$ cat config.mk
export PLATFORM = sky130hd
export DESIGN_NAME = weight_row_scheduler
export DESIGN_NICKNAME = d
export VERILOG_FILES = /design/src/rtl/weight_sched_pkg.sv /design/src/rtl/weight_row_scheduler_xnor_popcount.sv /design/src/rtl/weight_row_scheduler.sv
export SDC_FILE = /design/constraint.sdc
export NUM_CORES = 2
export LEC_CHECK = 0
export ABC_CLOCK_PERIOD_IN_PS = 33600
export CAP_MARGIN = 20
export CORE_AREA = 2 2 615 617
export DETAILED_ROUTE_END_ITERATION = 16
export DIE_AREA = 0 0 617 619
export GPL_TIMING_DRIVEN = 0
export PLACE_DENSITY_LB_ADDON = 0.15
export SYNTH_ARGS = -nofsm -noshare
export SYNTH_HDL_FRONTEND = slang
export SYNTH_SLANG_ARGS = --single-unit
$ cat constraint.sdc
create_clock -name clk_i -period 33.6 [get_ports clk_i]
set_input_delay 6.72 -clock clk_i [delete_from_list [all_inputs] [get_ports clk_i]]
set_output_delay 6.72 -clock clk_i [all_outputs]
set_load 0.1 [all_outputs]
$ cat src/rtl/weight_sched_pkg.sv
// Shared FSM state type and default sizing for the weight-row scheduler.
package weight_sched_pkg;
    typedef enum logic [1:0] {
        IDLE = 2'd0,
        RUN  = 2'd1,
        DONE = 2'd2
    } state_t;

    localparam int DEF_NUM_ROWS = 10;
    localparam int DEF_ROW_W    = 784;
    localparam int DEF_SCORE_W  = 10;
    localparam int DEF_CLASS_W  = 4;
endpackage

$ cat src/rtl/weight_row_scheduler_xnor_popcount.sv
// Combinational agreement count between two bit vectors: popcount(~(a ^ b)).
module xnor_popcount
    import weight_sched_pkg::*;
#(
    parameter int ROW_W   = DEF_ROW_W,
    parameter int SCORE_W = DEF_SCORE_W
) (
    input  logic [ROW_W-1:0]   a,
    input  logic [ROW_W-1:0]   b,
    output logic [SCORE_W-1:0] count
);
    logic [ROW_W-1:0] eq;

    assign eq = ~(a ^ b);

    always_comb begin
        count = '0;
        for (int i = 0; i < ROW_W; i++) count = count + SCORE_W'(eq[i]);
    end
endmodule

$ cat src/rtl/weight_row_scheduler.sv
// Streams weight rows from the ROM, scores each against the latched image and
// returns the argmax. Optional WEIGHT_SCHED_MARGIN_EN adds margin_o (best - second best).
module weight_row_scheduler
    import weight_sched_pkg::*;
#(
    parameter int NUM_ROWS = DEF_NUM_ROWS,
    parameter int ROW_W    = DEF_ROW_W,
    parameter int ADDR_W   = 10,
    parameter int SCORE_W  = DEF_SCORE_W,
    parameter int CLASS_W  = DEF_CLASS_W
) (
    input  logic               clk_i,
    input  logic               reset_i,
    input  logic               image_valid_i,
    output logic               image_ready_o,
    input  logic [ROW_W-1:0]   image_i,
    output logic [ADDR_W-1:0]  rom_addr_o,
    input  logic [ROW_W-1:0]   weight_i,
    output logic               result_valid_o,
    input  logic               result_ready_i,
    output logic [CLASS_W-1:0] class_o,
    output logic [SCORE_W-1:0] score_o
`ifdef WEIGHT_SCHED_MARGIN_EN
    ,
    output logic [SCORE_W-1:0] margin_o
`endif
);
    localparam logic [CLASS_W-1:0] LAST_ROW = CLASS_W'(NUM_ROWS - 1);

    state_t             state_q, state_d;
    logic [ROW_W-1:0]   image_q;
    logic [CLASS_W-1:0] addr_q;
    logic               issue_q;
    logic               vld_q;
    logic [CLASS_W-1:0] row_q;
    logic [SCORE_W-1:0] best_score_q;
    logic [CLASS_W-1:0] best_class_q;
    logic [SCORE_W-1:0] pc;
    logic               accept;
    logic               take_best;

    xnor_popcount #(.ROW_W(ROW_W), .SCORE_W(SCORE_W)) u_pc (
        .a     (image_q),
        .b     (weight_i),
        .count (pc)
    );

    always_ff @(posedge clk_i or posedge reset_i) begin
        if (reset_i) state_q <= IDLE;
        else         state_q <= state_d;
    end

    always_comb begin
        state_d        = state_q;
        image_ready_o  = 1'b0;
        result_valid_o = 1'b0;
        case (state_q)
            IDLE: begin
                image_ready_o = 1'b1;
                if (image_valid_i) state_d = RUN;
            end
            RUN:  if (vld_q && row_q == LAST_ROW) state_d = DONE;
            DONE: begin
                result_valid_o = 1'b1;
                if (result_ready_i) state_d = IDLE;
            end
            default: state_d = IDLE;
        endcase
    end

    assign accept     = image_ready_o & image_valid_i;
    assign rom_addr_o = (state_q == RUN) ? ADDR_W'(addr_q) : '0;
    // Row 0 always seeds best; strict compare keeps the lower index on ties.
    assign take_best  = (row_q == '0) || (pc > best_score_q);
    assign class_o    = best_class_q;
    assign score_o    = best_score_q;

    always_ff @(posedge clk_i or posedge reset_i) begin
        if (reset_i) begin
            image_q      <= '0;
            addr_q       <= '0;
            issue_q      <= 1'b0;
            vld_q        <= 1'b0;
            row_q        <= '0;
            best_score_q <= '0;
            best_class_q <= '0;
        end else begin
            vld_q <= 1'b0;
            if (accept) begin
                image_q      <= image_i;
                addr_q       <= '0;
                issue_q      <= 1'b1;
                row_q        <= '0;
                best_score_q <= '0;
                best_class_q <= '0;
            end else if (state_q == RUN) begin
                // weight_i lags the address by one cycle, so tag it with the row issued.
                if (issue_q) begin
                    vld_q <= 1'b1;
                    row_q <= addr_q;
                    if (addr_q == LAST_ROW) issue_q <= 1'b0;
                    else                    addr_q  <= addr_q + 1'b1;
                end
                if (vld_q && take_best) begin
                    best_score_q <= pc;
                    best_class_q <= row_q;
                end
            end
        end
    end

`ifdef WEIGHT_SCHED_MARGIN_EN
    logic [SCORE_W-1:0] second_q, best_n, second_n;

    // A score equal to best demotes into second, giving margin 0 on ties.
    always_comb begin
        best_n   = best_score_q;
        second_n = second_q;
        if (row_q == '0) begin
            best_n   = pc;
            second_n = '0;
        end else if (pc > best_score_q) begin
            best_n   = pc;
            second_n = best_score_q;
        end else if (pc > second_q) begin
            second_n = pc;
        end
    end

    always_ff @(posedge clk_i or posedge reset_i) begin
        if (reset_i) begin
            second_q <= '0;
            margin_o <= '0;
        end else if (accept) begin
            second_q <= '0;
            margin_o <= '0;
        end else if (state_q == RUN && vld_q) begin
            second_q <= second_n;
            margin_o <= best_n - second_n;
        end
    end
`endif
endmodule

Word-level counts from Yosys, hierarchy flattened
Index checks and enable logic that the tools add are counted.
{"block": "totals", "elab_cells": 843, "reg_bits": 810, "output_inout_bits": 26, "in_bits": 1572}
{"block": "classes", "n_bitwise": 3, "mux": 27, "n_lt_le_gt_ge": 1, "reduce_logical": 12, "n_eq_ne": 8, "n_addsub": 784}
{"cell": "$add A10 B1 Y10", "n": 782}
{"cell": "$not A784 Y784", "n": 1}
{"cell": "$xor A784 B784 Y784", "n": 1}
{"cell": "$mux W4", "n": 11}
{"cell": "$mux W10", "n": 3}
{"cell": "$gt A10 B10 Y1", "n": 1}
{"cell": "$mux W1", "n": 9}
{"cell": "$eq A4 B4 Y1 const B", "n": 2}
{"cell": "$ne A2 B2 Y1 const B", "n": 4}
{"cell": "$mux W2", "n": 3}
{"cell": "$pmux W2 S3", "n": 1}
{"cell": "$reduce_and A3 Y1", "n": 2}
{"cell": "$reduce_bool A2 Y1", "n": 3}
{"cell": "$add A4 B1 Y4 const B", "n": 1}
{"cell": "$logic_not A4 Y1", "n": 1}
{"cell": "$reduce_and A2 Y1", "n": 2}
{"cell": "$add A1 B1 Y2", "n": 1}
{"cell": "$eq A2 B1 Y1 const B", "n": 1}
{"cell": "$eq A2 B2 Y1 const B", "n": 1}
{"cell": "$logic_and A1 B1 Y1", "n": 2}
{"cell": "$logic_not A2 Y1", "n": 1}
{"cell": "$and A1 B1 Y1", "n": 1}
{"cell": "$logic_or A1 B1 Y1", "n": 1}

Logic depth before layout (Yosys ltp)
{"block": "logic_depth", "word_depth": 791, "depth_mapped": 42, "mapped_depth_nobuf": 41}

Hierarchy
A second synthesis with hierarchy kept.
{"block": "hier_totals", "hier_cells": 4269, "area_unflattened_um2": 57014.7}
{"module": "weight_row_scheduler", "area_per_inst_um2": 30397.9, "cells_each": 1809, "seq_area_each_um2": 20269.4, "n_inst": 1}
{"module": "xnor_popcount", "area_per_inst_um2": 26616.8, "cells_each": 2460, "seq_area_each_um2": 0.0, "n_inst": 1}

Worst setup path before layout
No wires, ideal clock.
{"block": "synth_path", "path_type": "in2reg", "from": "in weight_i[718]", "to": "reg best_score_q[2], in the netlist score_o[2]", "stages": 36, "setup_ns": 0.125, "setup_slack_ns": 16.258, "arrival_time_ns": 17.216, "path_buffers": 1, "required_ns": 33.475, "path_cell_list": "xor2_1 > fa_1 > inv_1 > fa_1 > fa_1 > fa_1 > inv_1 > fa_1 > inv_1 > fa_1 > inv_1 > fa_1 > inv_1 > fa_1 > inv_1 > fa_1 > fa_1 > inv_1 > fa_1 > inv_1 > fa_1 > fa_1 > fa_1 > fa_1 > fa_1 > nand2b_1 > a21oi_1 > nor3_4 > a311o_1 > ha_1 > and4_1 > o211ai_1 > nand4_1 > nand4_4 > buf_6 > mux2_4"}
{"block": "synth_between", "elab_chain_cells": 73, "word_cells_on_any_way": 76, "cone_classes": "add/sub: 66; order compare: 1; mux: 3; bitwise: 2; reduce/logical: 4"}
{"item": "start: declaration", "line_no": "weight_row_scheduler.sv:18", "text": "input logic [ROW_W-1:0] weight_i,"}
{"item": "$xor A784 B784 Y784 (*)", "line_no": "weight_row_scheduler_xnor_popcount.sv:14", "text": "assign eq = ~(a ^ b);"}
{"item": "$not A784 Y784 (*)", "line_no": "weight_row_scheduler_xnor_popcount.sv:14"}
{"item": "$add A10 B1 Y10 (*) (66 in a row)", "line_no": "weight_row_scheduler_xnor_popcount.sv:18", "text": "for (int i = 0; i < ROW_W; i++) count = count + SCORE_W'(eq[i]);"}
{"item": "$gt A10 B10 Y1", "line_no": "weight_row_scheduler.sv:74", "text": "assign take_best = (row_q == '0) || (pc > best_score_q);"}
{"item": "$logic_or A1 B1 Y1", "line_no": "weight_row_scheduler.sv:74"}
{"item": "$logic_and A1 B1 Y1", "line_no": "weight_row_scheduler.sv:104", "text": "if (vld_q && take_best) begin"}
{"item": "$reduce_bool A2 Y1 (no source line)"}
{"item": "$reduce_and A2 Y1 (no source line)"}
{"item": "end signal: assignment", "line_no": "weight_row_scheduler.sv:105", "text": "best_score_q <= pc;"}
{"item": "end: declaration", "line_no": "weight_row_scheduler.sv:36", "text": "logic [SCORE_W-1:0] best_score_q;"}
Every way passes the cells marked *; elsewhere a longest branch is shown, timed or not. The select of a mux whose other input is x is not followed.
A chain may end at the register's enable or synchronous reset.

Worst setup path after layout
{"block": "layout_path", "from": "in weight_i[438]", "to": "reg best_score_q[5], in the netlist score_o[5]"}
{"block": "layout_between", "elab_chain_cells": 353, "word_cells_on_any_way": 356, "cone_classes": "add/sub: 346; order compare: 1; mux: 3; bitwise: 2; reduce/logical: 4"}
{"item": "$xor A784 B784 Y784 (*)", "line_no": "weight_row_scheduler_xnor_popcount.sv:14"}
{"item": "$not A784 Y784 (*)", "line_no": "weight_row_scheduler_xnor_popcount.sv:14"}
{"item": "$add A10 B1 Y10 (*) (346 in a row)", "line_no": "weight_row_scheduler_xnor_popcount.sv:18"}
{"item": "$gt A10 B10 Y1", "line_no": "weight_row_scheduler.sv:74"}
{"item": "$logic_or A1 B1 Y1", "line_no": "weight_row_scheduler.sv:74"}
{"item": "$logic_and A1 B1 Y1", "line_no": "weight_row_scheduler.sv:104"}
{"item": "$reduce_bool A2 Y1 (no source line)"}
{"item": "$reduce_and A2 Y1 (no source line)"}
Marks and branches as above.

==> impl_metrics.csv <==
group,metric,value,unit
global_routing,overflow,0,
timing,finalClockSkew,89.3,ps
worst_setup_path,worst-setup-path-type,"input port to register",
clock_network,cts_resized,0,
worst_setup_path,crit_slowest_cell,"fa_1",
timing,fmax,53.4,MHz
placed_design,post-place-ws,13790,ps
floorplan,die_area,382000,µm²
timing,drv_slew,0,
routing,drc,0,
global_routing,grt_pass1_wl,495000,µm
timing,setup_ws,14880,ps
worst_setup_path,required,34300,ps
clock_network,cts.clk_slew.worst_paths,50,ps
timing,grt_setup_unrepaired,"false",
worst_hold_path,whs_path_depth,2,
placed_design,placed_area,80200,µm²
final_layout,layout_commonest_cell,"nand2_1",
yosys,ys_warn_count,0,
global_routing,grt_usage,0.198,
routing,initialDrtViolationCount,2798,
worst_setup_path,critPathLaunch,"weight_i[438]",
yosys,synth.distinct_cells,43,
clock_network,tritoncts,"built",
worst_setup_path,timing.critical_path.arrival,19420,ps
yosys,avgSynthCellArea,9.68,µm²
worst_setup_path,startpoint_type,"input port",
routing,dr_wl_met2,210000,µm
timing,tightest_slew,1150,ps
worst_setup_path,critical-path-max-stage-delay,680,ps
worst_hold_path,worstHoldPathType,"register to register",
routing,viasPerCell,3.59,
floorplan,die_w,617,µm
placed_design,routabilityCongestion,0.878,
yosys,synth_seq_area_share,0.354,
floorplan,core-area,375000,µm²
routing,vias,46207,
worst_setup_path,ff2ff_setup_slack,20810,ps
worst_setup_path,crit_path_frequent_cell,"fa_1",
worst_setup_path,cp.depth,38,
global_routing,grt_antenna_before_repair,284,
worst_setup_path,path_buf_inv,10,
worst_setup_path,worstPathMaxFanout,10,
timing,relSlewSlack,0.233,
clock_network,clock_path_buffers,4,
timing,final.setup.tns,0,ps
routing,highest_layer,"met5",
timing,fin_crit,18720,ps
routing,dr.pass1.iters,5,
final_layout,drive_gt1_frac,0.0439,
clock_network,htreeDepth,3,
worst_setup_path,cp-end-kind,"register",
worst_setup_path,cp-endpoint,"score_o[5]",
yosys,synth_edf_count,0,
routing,m1WireLength,143000,µm
clock_network,holdBufCountCts,0,
worst_setup_path,reg2reg_depth,36,
placed_design,place_hpwl,340000,µm
routing,routed-wl-met3,20200,µm
timing,hold_viol,0,
final_layout,area_growth,47.2,%
worst_setup_path,r2r_start,"image_q[458]",
routing,postRouteAntennaNets,0,
routing,wl_per_cell,29.9,µm
worst_setup_path,path_delay_family,"adder cells",
yosys,async_reset_ff_frac,1.00,
status,status,"complete, no violations",
final_layout,final_area,84400,µm²
final_layout,multi_input_area,33200,µm²
global_routing,grt_max_degree,100,
timing,hold_ws,489,ps
worst_setup_path,r2r_end,"score_o[5]",
final_layout,seq_area,20300,µm²
final_layout,nFillCells,41193,
clock_network,cts-root-buf,"clkbuf_16",
placed_design,port_buffers,1591,
floorplan,rows,225,
floorplan,start_util,0.153,
clock_network,clk_latency,890,ps
yosys,ys_ff_latch,810,
timing,finalCritPeriodShare,0.557,
job,max_cap_viol_count,0,
yosys,synth_area,57300,µm²
floorplan,die_h,619,µm
global_routing,grt_pass1_vias,51248,
floorplan,ioPinCount,1598,
final_layout,fin_nets,10119,
clock_network,cts-buffers-inserted,123,
clock_network,cts_sinks,810,
routing,routed_wl,384000,µm
clock_network,cts_setup_buffers,0,
yosys,synth_cells,5923,
timing,setup_viol,0,
final_layout,layout_common_cells,"nand2_1, clkdlybuf4s50_1, dfrtp_1, inv_1, fa_1",
yosys,synth_ff_type,"dfrtp_1",
cell usage after synthesis (9+ instances only):
cell type | instances | area, µm²
a21oi_1 | 13 | 65.1
dfrtp_1 | 810 | 20300
xor2_1 | 466 | 4080
buf_2 | 72 | 360
clkbuf_1 | 74 | 278
xnor2_1 | 327 | 2860
nand2_1 | 2376 | 8920
inv_1 | 792 | 2970
ha_1 | 106 | 1330
buf_1 | 9 | 33.8
buf_4 | 27 | 203
fa_1 | 766 | 15300
nor2_1 | 19 | 71.3
worst min-delay path by stage:
stage | startpoint | slack, ps | end
3_5_place_dp | image_q[142] | 480 | image_q[142]
4_1_cts | image_q[127] | 500 | image_q[127]
5_1_grt | image_q[400] | 510 | image_q[400]
6_report | image_q[129] | 490 | image_q[129]
2_1_floorplan | issue_q | 460 | issue_q
3_3_place_gp | image_q[560] | 480 | image_q[560]
tightest hold or removal path, stage by stage, from the launching register on:
cell and delay (ps):
dfrtp_1 350, nand2_1 50, nand2_1 50
sequential cells by signal (all words and copies together), names as in the netlist:
signal and count:
addr_q 4, class_o 4, image_q 784, issue_q 1, row_q 4, score_o 10
state_q 2, vld_q 1
metrics by stage:
stage | util | std cells
after floorplan | - | 5928
after global placement | 0.212 | 12513
after detailed placement | 0.214 | 12544
after CTS | 0.225 | 12760
after global routing | 0.225 | 12797
final | 0.225 | 12855
layer usage:
| layer | GRT usage | vias to the layer above |
|---|---|---|
| met5 | 0 | - |
| met1 | 0.218 | 23108 |
| met4 | 0.0442 | 98 |
| met2 | 0.385 | 1571 |
| li1 | - | 20823 |
| met3 | 0.0408 | 607 |
final cells by class:
cell class | instances | area share
flip-flops and latches | 810 | 0.240
plain buffers | 183 | 0.0107
repair buffers | 1622 | 0.196
well taps | 4994 | 0.0741
multi-input cells | 4143 | 0.394
inverters | 792 | 0.0353
clock buffers | 190 | 0.0433
clock inverters | 26 | 0.00375
diodes | 95 | 0.00282
logic make-up (layout without fill, tap and decap cells):
group | count (synthesis) | in the layout | share of synthesized area
other | 1 | 101 | 0.0000654
multiplexers | 14 | 14 | 0.00288
flip-flops | 810 | 810 | 0.354
adder cells (fa/ha/maj) | 872 | 872 | 0.291
buffers and inverters | 975 | 2813 | 0.0673
AO/OA/AOI/OAI | 33 | 33 | 0.00349
XOR/XNOR | 793 | 793 | 0.121
AND/OR/NAND/NOR | 2425 | 2425 | 0.161
Power is not shown: default switching activity piles up to over one toggle a cycle in this logic, so the estimate is an artifact.
